--- src/rtl/ofs_plat_prim_rob_alloc_arb_pkg.sv ---
`default_nettype none
// ============================================================================
// ofs_plat_prim_rob_alloc_arb_pkg : shared types and rotating-priority helper
// Revision 1.0
// ============================================================================
package ofs_plat_prim_rob_alloc_arb_pkg;

   localparam int C_N_REQ       = 4;
   localparam int C_N_ENTRIES   = 32;
   localparam int C_MAX_ALLOC   = 4;
   localparam int C_PORT_W      = $clog2(C_N_REQ);
   localparam int C_CNT_W       = $clog2(C_MAX_ALLOC) + 1;
   localparam int C_IDX_W       = $clog2(C_N_ENTRIES);
   localparam int C_MAX_REQ     = 32;
   localparam int C_MAX_REQ_W   = 5;

   typedef logic [C_PORT_W-1:0] t_port;
   typedef logic [C_CNT_W-1:0]  t_cnt;
   typedef logic [C_IDX_W-1:0]  t_idx;

   typedef enum logic [0:0] {
      IDLE   = 1'b0,
      LOCKED = 1'b1
   } t_state;

   // First set bit of vec[n-1:0] at or above ptr, wrapping; 0 when none set.
   function automatic int unsigned rr_first(input logic [C_MAX_REQ-1:0] vec,
                                            input int unsigned ptr,
                                            input int unsigned n);
      int unsigned idx;
      int unsigned first;
      logic        found;
      first = 0;
      found = 1'b0;
      for (int unsigned i = 0; i < C_MAX_REQ; i++) begin
         if (i < n) begin
            idx = ptr + i;
            if (idx >= n) idx = idx - n;
            if (!found && vec[idx[C_MAX_REQ_W-1:0]]) begin
               found = 1'b1;
               first = idx;
            end
         end
      end
      return first;
   endfunction

endpackage
`default_nettype wire

--- src/rtl/ofs_plat_prim_rob_alloc_arb_credit.sv ---
`default_nettype none
// ============================================================================
// ofs_plat_prim_rob_alloc_credit : per-port outstanding-entry credit counter
// Revision 1.0
// ============================================================================
module ofs_plat_prim_rob_alloc_credit
   import ofs_plat_prim_rob_alloc_arb_pkg::*;
#(
   parameter int MAX_ALLOC_PER_CYCLE = 4,
   parameter int MAX_OUTSTANDING     = 16,
   parameter int CNT_W               = 3,
   parameter int OUT_W               = 5
) (
   input  logic             clk,
   input  logic             reset_n,
   input  logic             req_valid_i,
   input  logic [CNT_W-1:0] req_cnt_i,
   input  logic             grant_i,
   input  logic             rel_i,
   input  logic [CNT_W-1:0] rel_cnt_i,
   output logic             eligible_o
);

   localparam int SUM_W = OUT_W + CNT_W;

   logic [OUT_W-1:0] out_q;
   logic [OUT_W-1:0] out_d;
   logic             w_cnt_legal;
   logic [SUM_W-1:0] w_req_sum;
   logic [SUM_W-1:0] w_add;
   logic [SUM_W-1:0] w_sub;
   logic [SUM_W-1:0] w_net;

   // Wide intermediate so an underflow/overflow shows up as an out-of-range value.
   always_comb begin
      w_cnt_legal = (req_cnt_i != '0) && (32'(req_cnt_i) <= MAX_ALLOC_PER_CYCLE);
      w_req_sum   = SUM_W'(out_q) + SUM_W'(req_cnt_i);
      eligible_o  = req_valid_i && w_cnt_legal && (32'(w_req_sum) <= MAX_OUTSTANDING);
      w_add       = grant_i ? SUM_W'(req_cnt_i) : '0;
      w_sub       = rel_i   ? SUM_W'(rel_cnt_i) : '0;
      w_net       = SUM_W'(out_q) + w_add - w_sub;
      out_d       = w_net[OUT_W-1:0];
   end

   always_ff @(posedge clk or negedge reset_n) begin
      if (!reset_n) out_q <= '0;
      else          out_q <= out_d;
   end

`ifndef SYNTHESIS
   always @(posedge clk) begin
      if (reset_n) begin
         assert (32'(w_net) <= MAX_OUTSTANDING)
            else $fatal(1, "rob_alloc_credit: outstanding release underflow");
         if (req_valid_i)
            assert (w_cnt_legal)
               else $fatal(1, "rob_alloc_credit: illegal req_cnt with req_valid");
      end
   end
`endif

endmodule
`default_nettype wire

--- src/rtl/ofs_plat_prim_rob_alloc_arb.sv ---
`default_nettype none
// ============================================================================
// ofs_plat_prim_rob_alloc_arb : round-robin, credit-limited ROB allocation arbiter
// Revision 1.0
// ============================================================================
module ofs_plat_prim_rob_alloc_arb
   import ofs_plat_prim_rob_alloc_arb_pkg::*;
#(
   parameter  int N_REQ               = 4,
   parameter  int N_ENTRIES           = 32,
   parameter  int MAX_ALLOC_PER_CYCLE = 4,
   parameter  int N_REQ_META_BITS     = 8,
   parameter  int MAX_OUTSTANDING     = 16,
   localparam int IDX_W               = $clog2(N_ENTRIES),
   localparam int CNT_W               = $clog2(MAX_ALLOC_PER_CYCLE) + 1,
   localparam int OUT_W               = $clog2(MAX_OUTSTANDING + 1),
   localparam int PORT_W              = $clog2(N_REQ)
) (
   input  logic                              clk,
   input  logic                              reset_n,
   input  logic [N_REQ-1:0]                  req_valid_i,
   input  logic [N_REQ*CNT_W-1:0]            req_cnt_i,
   input  logic [N_REQ*N_REQ_META_BITS-1:0]  req_meta_i,
   output logic [N_REQ-1:0]                  req_ready_o,
   output logic [IDX_W-1:0]                  grant_idx_o,
   output logic                              rob_alloc_en_o,
   output logic [CNT_W-1:0]                  rob_allocCnt_o,
   output logic [PORT_W+N_REQ_META_BITS-1:0] rob_allocMeta_o,
   input  logic                              rob_notFull_i,
   input  logic [IDX_W:0]                    rob_inSpaceAvail_i,
   input  logic [IDX_W-1:0]                  rob_allocIdx_i,
   input  logic                              rel_en_i,
   input  logic [PORT_W-1:0]                 rel_port_i,
   input  logic [CNT_W-1:0]                  rel_cnt_i
);

   t_state                     state_q, state_d;
   logic [PORT_W-1:0]          rr_ptr_q, rr_ptr_d;
   logic [PORT_W-1:0]          lock_port_q, lock_port_d;

   logic [N_REQ-1:0]           w_elig;
   logic [C_MAX_REQ-1:0]       w_elig_ext;
   logic [N_REQ-1:0]           w_port_grant;
   logic [N_REQ-1:0]           w_port_rel;
   logic [CNT_W-1:0]           w_cnt  [N_REQ];
   logic [N_REQ_META_BITS-1:0] w_meta [N_REQ];
   int unsigned                w_first;
   logic [PORT_W-1:0]          w_cand;
   logic [CNT_W-1:0]           w_cand_cnt;
   logic                       w_any_elig;
   logic                       w_fit;
   logic                       w_grant;

   for (genvar p = 0; p < N_REQ; p++) begin : g_port
      assign w_cnt[p]        = req_cnt_i[p*CNT_W +: CNT_W];
      assign w_meta[p]       = req_meta_i[p*N_REQ_META_BITS +: N_REQ_META_BITS];
      assign w_port_grant[p] = w_grant && (w_cand == PORT_W'(p));
      assign w_port_rel[p]   = rel_en_i && (rel_port_i == PORT_W'(p));

      ofs_plat_prim_rob_alloc_credit #(
         .MAX_ALLOC_PER_CYCLE (MAX_ALLOC_PER_CYCLE),
         .MAX_OUTSTANDING     (MAX_OUTSTANDING),
         .CNT_W               (CNT_W),
         .OUT_W               (OUT_W)
      ) u_credit (
         .clk         (clk),
         .reset_n     (reset_n),
         .req_valid_i (req_valid_i[p]),
         .req_cnt_i   (w_cnt[p]),
         .grant_i     (w_port_grant[p]),
         .rel_i       (w_port_rel[p]),
         .rel_cnt_i   (rel_cnt_i),
         .eligible_o  (w_elig[p])
      );
   end

   // In LOCKED only the locked port competes; credit-blocked ports never lock.
   always_comb begin
      w_elig_ext             = '0;
      w_elig_ext[N_REQ-1:0]  = w_elig;
      w_first                = rr_first(w_elig_ext, 32'(rr_ptr_q), N_REQ);
      w_any_elig             = |w_elig;
      w_cand                 = (state_q == LOCKED) ? lock_port_q : PORT_W'(w_first);
      w_cand_cnt             = w_cnt[w_cand];
      w_fit                  = rob_notFull_i &&
                               (32'(rob_inSpaceAvail_i) >= 32'(w_cand_cnt));
      w_grant                = reset_n && w_elig[w_cand] && w_fit &&
                               ((state_q == LOCKED) || w_any_elig);

      state_d     = state_q;
      lock_port_d = lock_port_q;
      rr_ptr_d    = rr_ptr_q;
      unique case (state_q)
         IDLE: begin
            if (w_any_elig && !w_fit) begin
               state_d     = LOCKED;
               lock_port_d = w_cand;
            end
         end
         LOCKED: begin
            if (!req_valid_i[lock_port_q] || w_grant) state_d = IDLE;
         end
         default: state_d = IDLE;
      endcase
      if (w_grant)
         rr_ptr_d = (w_cand == PORT_W'(N_REQ - 1)) ? '0 : w_cand + 1'b1;
   end

   always_ff @(posedge clk or negedge reset_n) begin
      if (!reset_n) begin
         state_q     <= IDLE;
         rr_ptr_q    <= '0;
         lock_port_q <= '0;
      end else begin
         state_q     <= state_d;
         rr_ptr_q    <= rr_ptr_d;
         lock_port_q <= lock_port_d;
      end
   end

   assign req_ready_o     = w_port_grant;
   assign rob_alloc_en_o  = w_grant;
   assign rob_allocCnt_o  = w_grant ? w_cand_cnt : '0;
   assign rob_allocMeta_o = w_grant ? {w_cand, w_meta[w_cand]} : '0;
   assign grant_idx_o     = rob_allocIdx_i;

`ifndef SYNTHESIS
   always @(posedge clk) begin
      if (reset_n && (state_q == LOCKED))
         assert (req_valid_i[lock_port_q])
            else $fatal(1, "rob_alloc_arb: req_valid dropped on locked port");
   end
`endif

endmodule
`default_nettype wire

--- config.mk ---
export PLATFORM = sky130hd
export DESIGN_NAME = ofs_plat_prim_rob_alloc_arb
export DESIGN_NICKNAME = d
export VERILOG_FILES = /design/src/rtl/ofs_plat_prim_rob_alloc_arb_pkg.sv /design/src/rtl/ofs_plat_prim_rob_alloc_arb_credit.sv /design/src/rtl/ofs_plat_prim_rob_alloc_arb.sv
export SDC_FILE = /design/constraint.sdc
export NUM_CORES = 1
export LEC_CHECK = 0
export ABC_AREA = 0
export CORE_MARGIN = 4
export CORE_UTILIZATION = 50
export CTS_CLUSTER_SIZE = 30
export DETAILED_ROUTE_END_ITERATION = 10
export GPL_ROUTABILITY_DRIVEN = 0
export PLACE_DENSITY_LB_ADDON = 0.25
export SETUP_SLACK_MARGIN = 0.3
export SYNTH_ARGS = -nofsm -noshare
export SYNTH_HDL_FRONTEND = slang
export SYNTH_SLANG_ARGS = --single-unit
--- constraint.sdc ---
create_clock -name clk -period 9.1 [get_ports clk]
set_clock_uncertainty 0.05 [all_clocks]
set_input_delay 1.82 -clock clk [delete_from_list [all_inputs] [get_ports clk]]
set_output_delay 1.82 -clock clk [all_outputs]
set_load 0.005 [all_outputs]
==> impl_metrics.toml <==
[outcome]
status = "complete, no violations"

[sta]
max_freq_mhz = 116
period_share = 0.951
worstMarginPinSlew_ps = 437
max_slew_margin = 0.707
grt_setup_unrepaired = "yes"
hold_violations = 0
maxSlewViolCount = 0
holdWs_ps = 487
setup_viol = 0
min_period_ps = 8650
setup_tns_ps = 0

[final_layout]
fin_area_um2 = 4960
drive_above_1_share = 0.203
nNetsFinal = 657
finalCoreUtilization = 0.718
syn_to_final_growth_pct = 37.0
num_antenna_cells = 0

[synthesis]
synth_top_area_share = 0.173
ys_seq_elements = 25
ys.flop_type = "dfrtp_1"
avgSynthCellArea_um2 = 8.73
synth.area.top_cells = "dfrtp_1 17%, ha_1 16%, fa_1 8.8%"
ys_types = 55
synthArstFlopShare = 1.00
synth_top_area_cell = "dfrtp_1"
syn-cell-area_um2 = 3620
ys_seq_area_frac = 0.173
synth-edff-count = 0
synthCells = 415
ys_warn_count = 0
synth_nets = 545

[clocking]
worstSkewPairLatency_ps = 290
numCtsBuffers = 3
clkTransAtPathRegs_ps = 100
cts_max_level = 1
cts_tree = "done"
cts_root_buffer = "clkbuf_8"
cts_sinks = 25
hold_buffers = 0
clk_path_buf_depth = 2

[global_routing]
grt_pass1_wl_mm = 16.6
grt_pass1_vias = 3500
antenna_found_initial = 0
grtUsageTotal = 0.238
overflow = 0
grt_max_degree = 27

[worst_hold_path]
whs_endpoint = "lock_port_q[0]"
whs_path_depth = 2
min_from = "lock_port_q[0]"
hold_path.class = "flip-flop to flip-flop"

[route]
firstDrtPassIters = 4
ant_nets = 0
vias_per_cell = 5.49
wirelength_mm = 10.3
drc = 0
vias = 3416
detail_route.wl_per_cell_um = 16.6
first_iter_violations = 174

[pwr]
p_leak_nw = 2.49
p_per_area_nw_per_um2 = 338
max-vdd-ir-drop_uv = 194
p_total_mw = 1.68

[die]
io_pins = 91
die-area_um2 = 8670
core-area_um2 = 6910
start_util = 0.524
rows = 30
die_h_um = 93.1
die_x_um = 93.1

[critical_path]
crit_arrival_ps = 6780
setup.worst_path.class = "input port to primary output"
required_ps = 7230
ff2ff_setup_slack_ps = 2420
worstReg2RegStart = "g_port[3].u_credit.out_q[0]"
cp_max_fo = 5
cp-start-kind = "input port"
worstSetupEndpointType = "primary output"
worst_r2r_endpoint = "g_port[1].u_credit.out_q[4]"
reg2regPathDepth = 30

[placement]
placed_cell_area_um2 = 4710
port-buffer-count = 80
post-dp-hpwl_mm = 8.34

[run]
maxCapViolCount = 0
routing by layer:
| layer | global-route usage | vias to the layer above | routed length, um | part of all wire |
|---|---|---|---|---|
| met5 | 0 | - | 0 | 0 |
| li1 | - | 1647 | - | - |
| met2 | 0.428 | 104 | 5380 | 0.52 |
| met4 | 0.0562 | 0 | 177 | 0.017 |
| met1 | 0.298 | 1642 | 4230 | 0.41 |
| met3 | 0.0346 | 23 | 533 | 0.052 |
placed cells by master, fill, tap and decap left out, types with 21 or more instances in the layout:
cell | netlist | layout
and2_1 | 21 | 21
buf_4 | 11 | 43
clkdlybuf4s50_1 | 0 | 54
dfrtp_1 | 25 | 25
ha_1 | 46 | 38
inv_1 | 59 | 59
mux2i_1 | 24 | 22
nand2_1 | 31 | 29
nand3_1 | 23 | 23
Yosys cell counts, drive strengths merged, types with 4 or more instances:
cell type,number
a211oi,4
a21o,12
a21oi,21
a221oi,4
a2bb2oi,4
and2,21
and3,15
buf,14
clkbuf,6
dfrtp,25
fa,16
ha,46
inv,60
mux2i,25
nand2,31
nand3,23
nor2,10
nor2b,5
nor3,7
o21ai,10
or3,6
xnor2,8
xor2,8
area by class of cell:
type | count | area [um^2]
multi-input cells | 310 | 2810
fillers | 564 | 1940
repair buffers | 127 | 1130
flip-flops and latches | 25 | 626
inverters | 60 | 228
well taps | 96 | 120
clock buffers | 3 | 41.3
clock inverters | 1 | 8.76
how the worst max path moves through the flow:
stage,from,end,slack [ps],depth (start not counted)
after floorplan,req_cnt_i[0],req_ready_o[1],840,23
after global placement,req_cnt_i[0],rob_allocMeta_o[6],-50,22
after detailed placement,req_cnt_i[0],rob_allocMeta_o[0],-170,22
after CTS,req_cnt_i[9],rob_allocMeta_o[2],310,23
after global routing,req_cnt_i[6],rob_allocMeta_o[7],200,24
final,req_cnt_i[2],rob_allocMeta_o[7],450,23
flip-flops by register name, indices dropped and copies added, names as in the netlist:
name	flops
g_port.u_credit.out_q	20
lock_port_q	2
rr_ptr_q	2
state_q	1
metrics by stage:
| step | worst slack (ps) | cells |
|---|---|---|
| 2_1_floorplan | 841 | 415 |
| 3_3_place_gp | -48.3 | 609 |
| 3_5_place_dp | -167 | 609 |
| 4_1_cts | 310 | 620 |
| 5_1_grt | 199 | 622 |
| 6_report | 450 | 622 |
cell families (layout without fill, tap and decap cells):
logic type / count (synthesis) / in the layout / share of synthesized area
xor+xnor: 16 / 16 / 0.0387
compound gates: 77 / 77 / 0.166
flops: 25 / 25 / 0.173
buf+inv: 80 / 191 / 0.0978
mux: 30 / 30 / 0.0953
simple gates: 125 / 125 / 0.182
fa+ha+maj: 62 / 62 / 0.247
worst max-delay path: stages:
cell and delay (ps):
clkdlybuf4s50_1 550, ha_4 250, a21o_1 210, nor3b_2 180
o2bb2ai_4 140, nand2_2 80, mux4_2 490, or4_4 580
a21oi_4 230, inv_4 80, mux2i_2 160, mux2_4 280
ha_1 270, a21boi_2 140, o21ai_1 60, a21boi_1 160
o211ai_1 180, a211oi_4 230, buf_4 150, buf_6 100
buf_4 130, and3_1 140, clkdlybuf4s15_1 200
power breakdown:
group / total, mW / leakage (nW) / internal [mW] / switching [mW]
registers: 0.248 / 0.293 / 0.175 / 0.0729
logic: 1.35 / 2.17 / 0.664 / 0.688
clock network: 0.0769 / 0.0261 / 0.0323 / 0.0446
total: 1.68 / 2.49 / 0.872 / 0.805
repair_timing:
item / in CTS / in global routing
pin swaps: 15 / 14
setup endpoints to repair: 18 / 18
resized for setup: 51 / 33
buffers inserted: 7 / 2
Note: power is estimated with default switching activity, not from simulation.
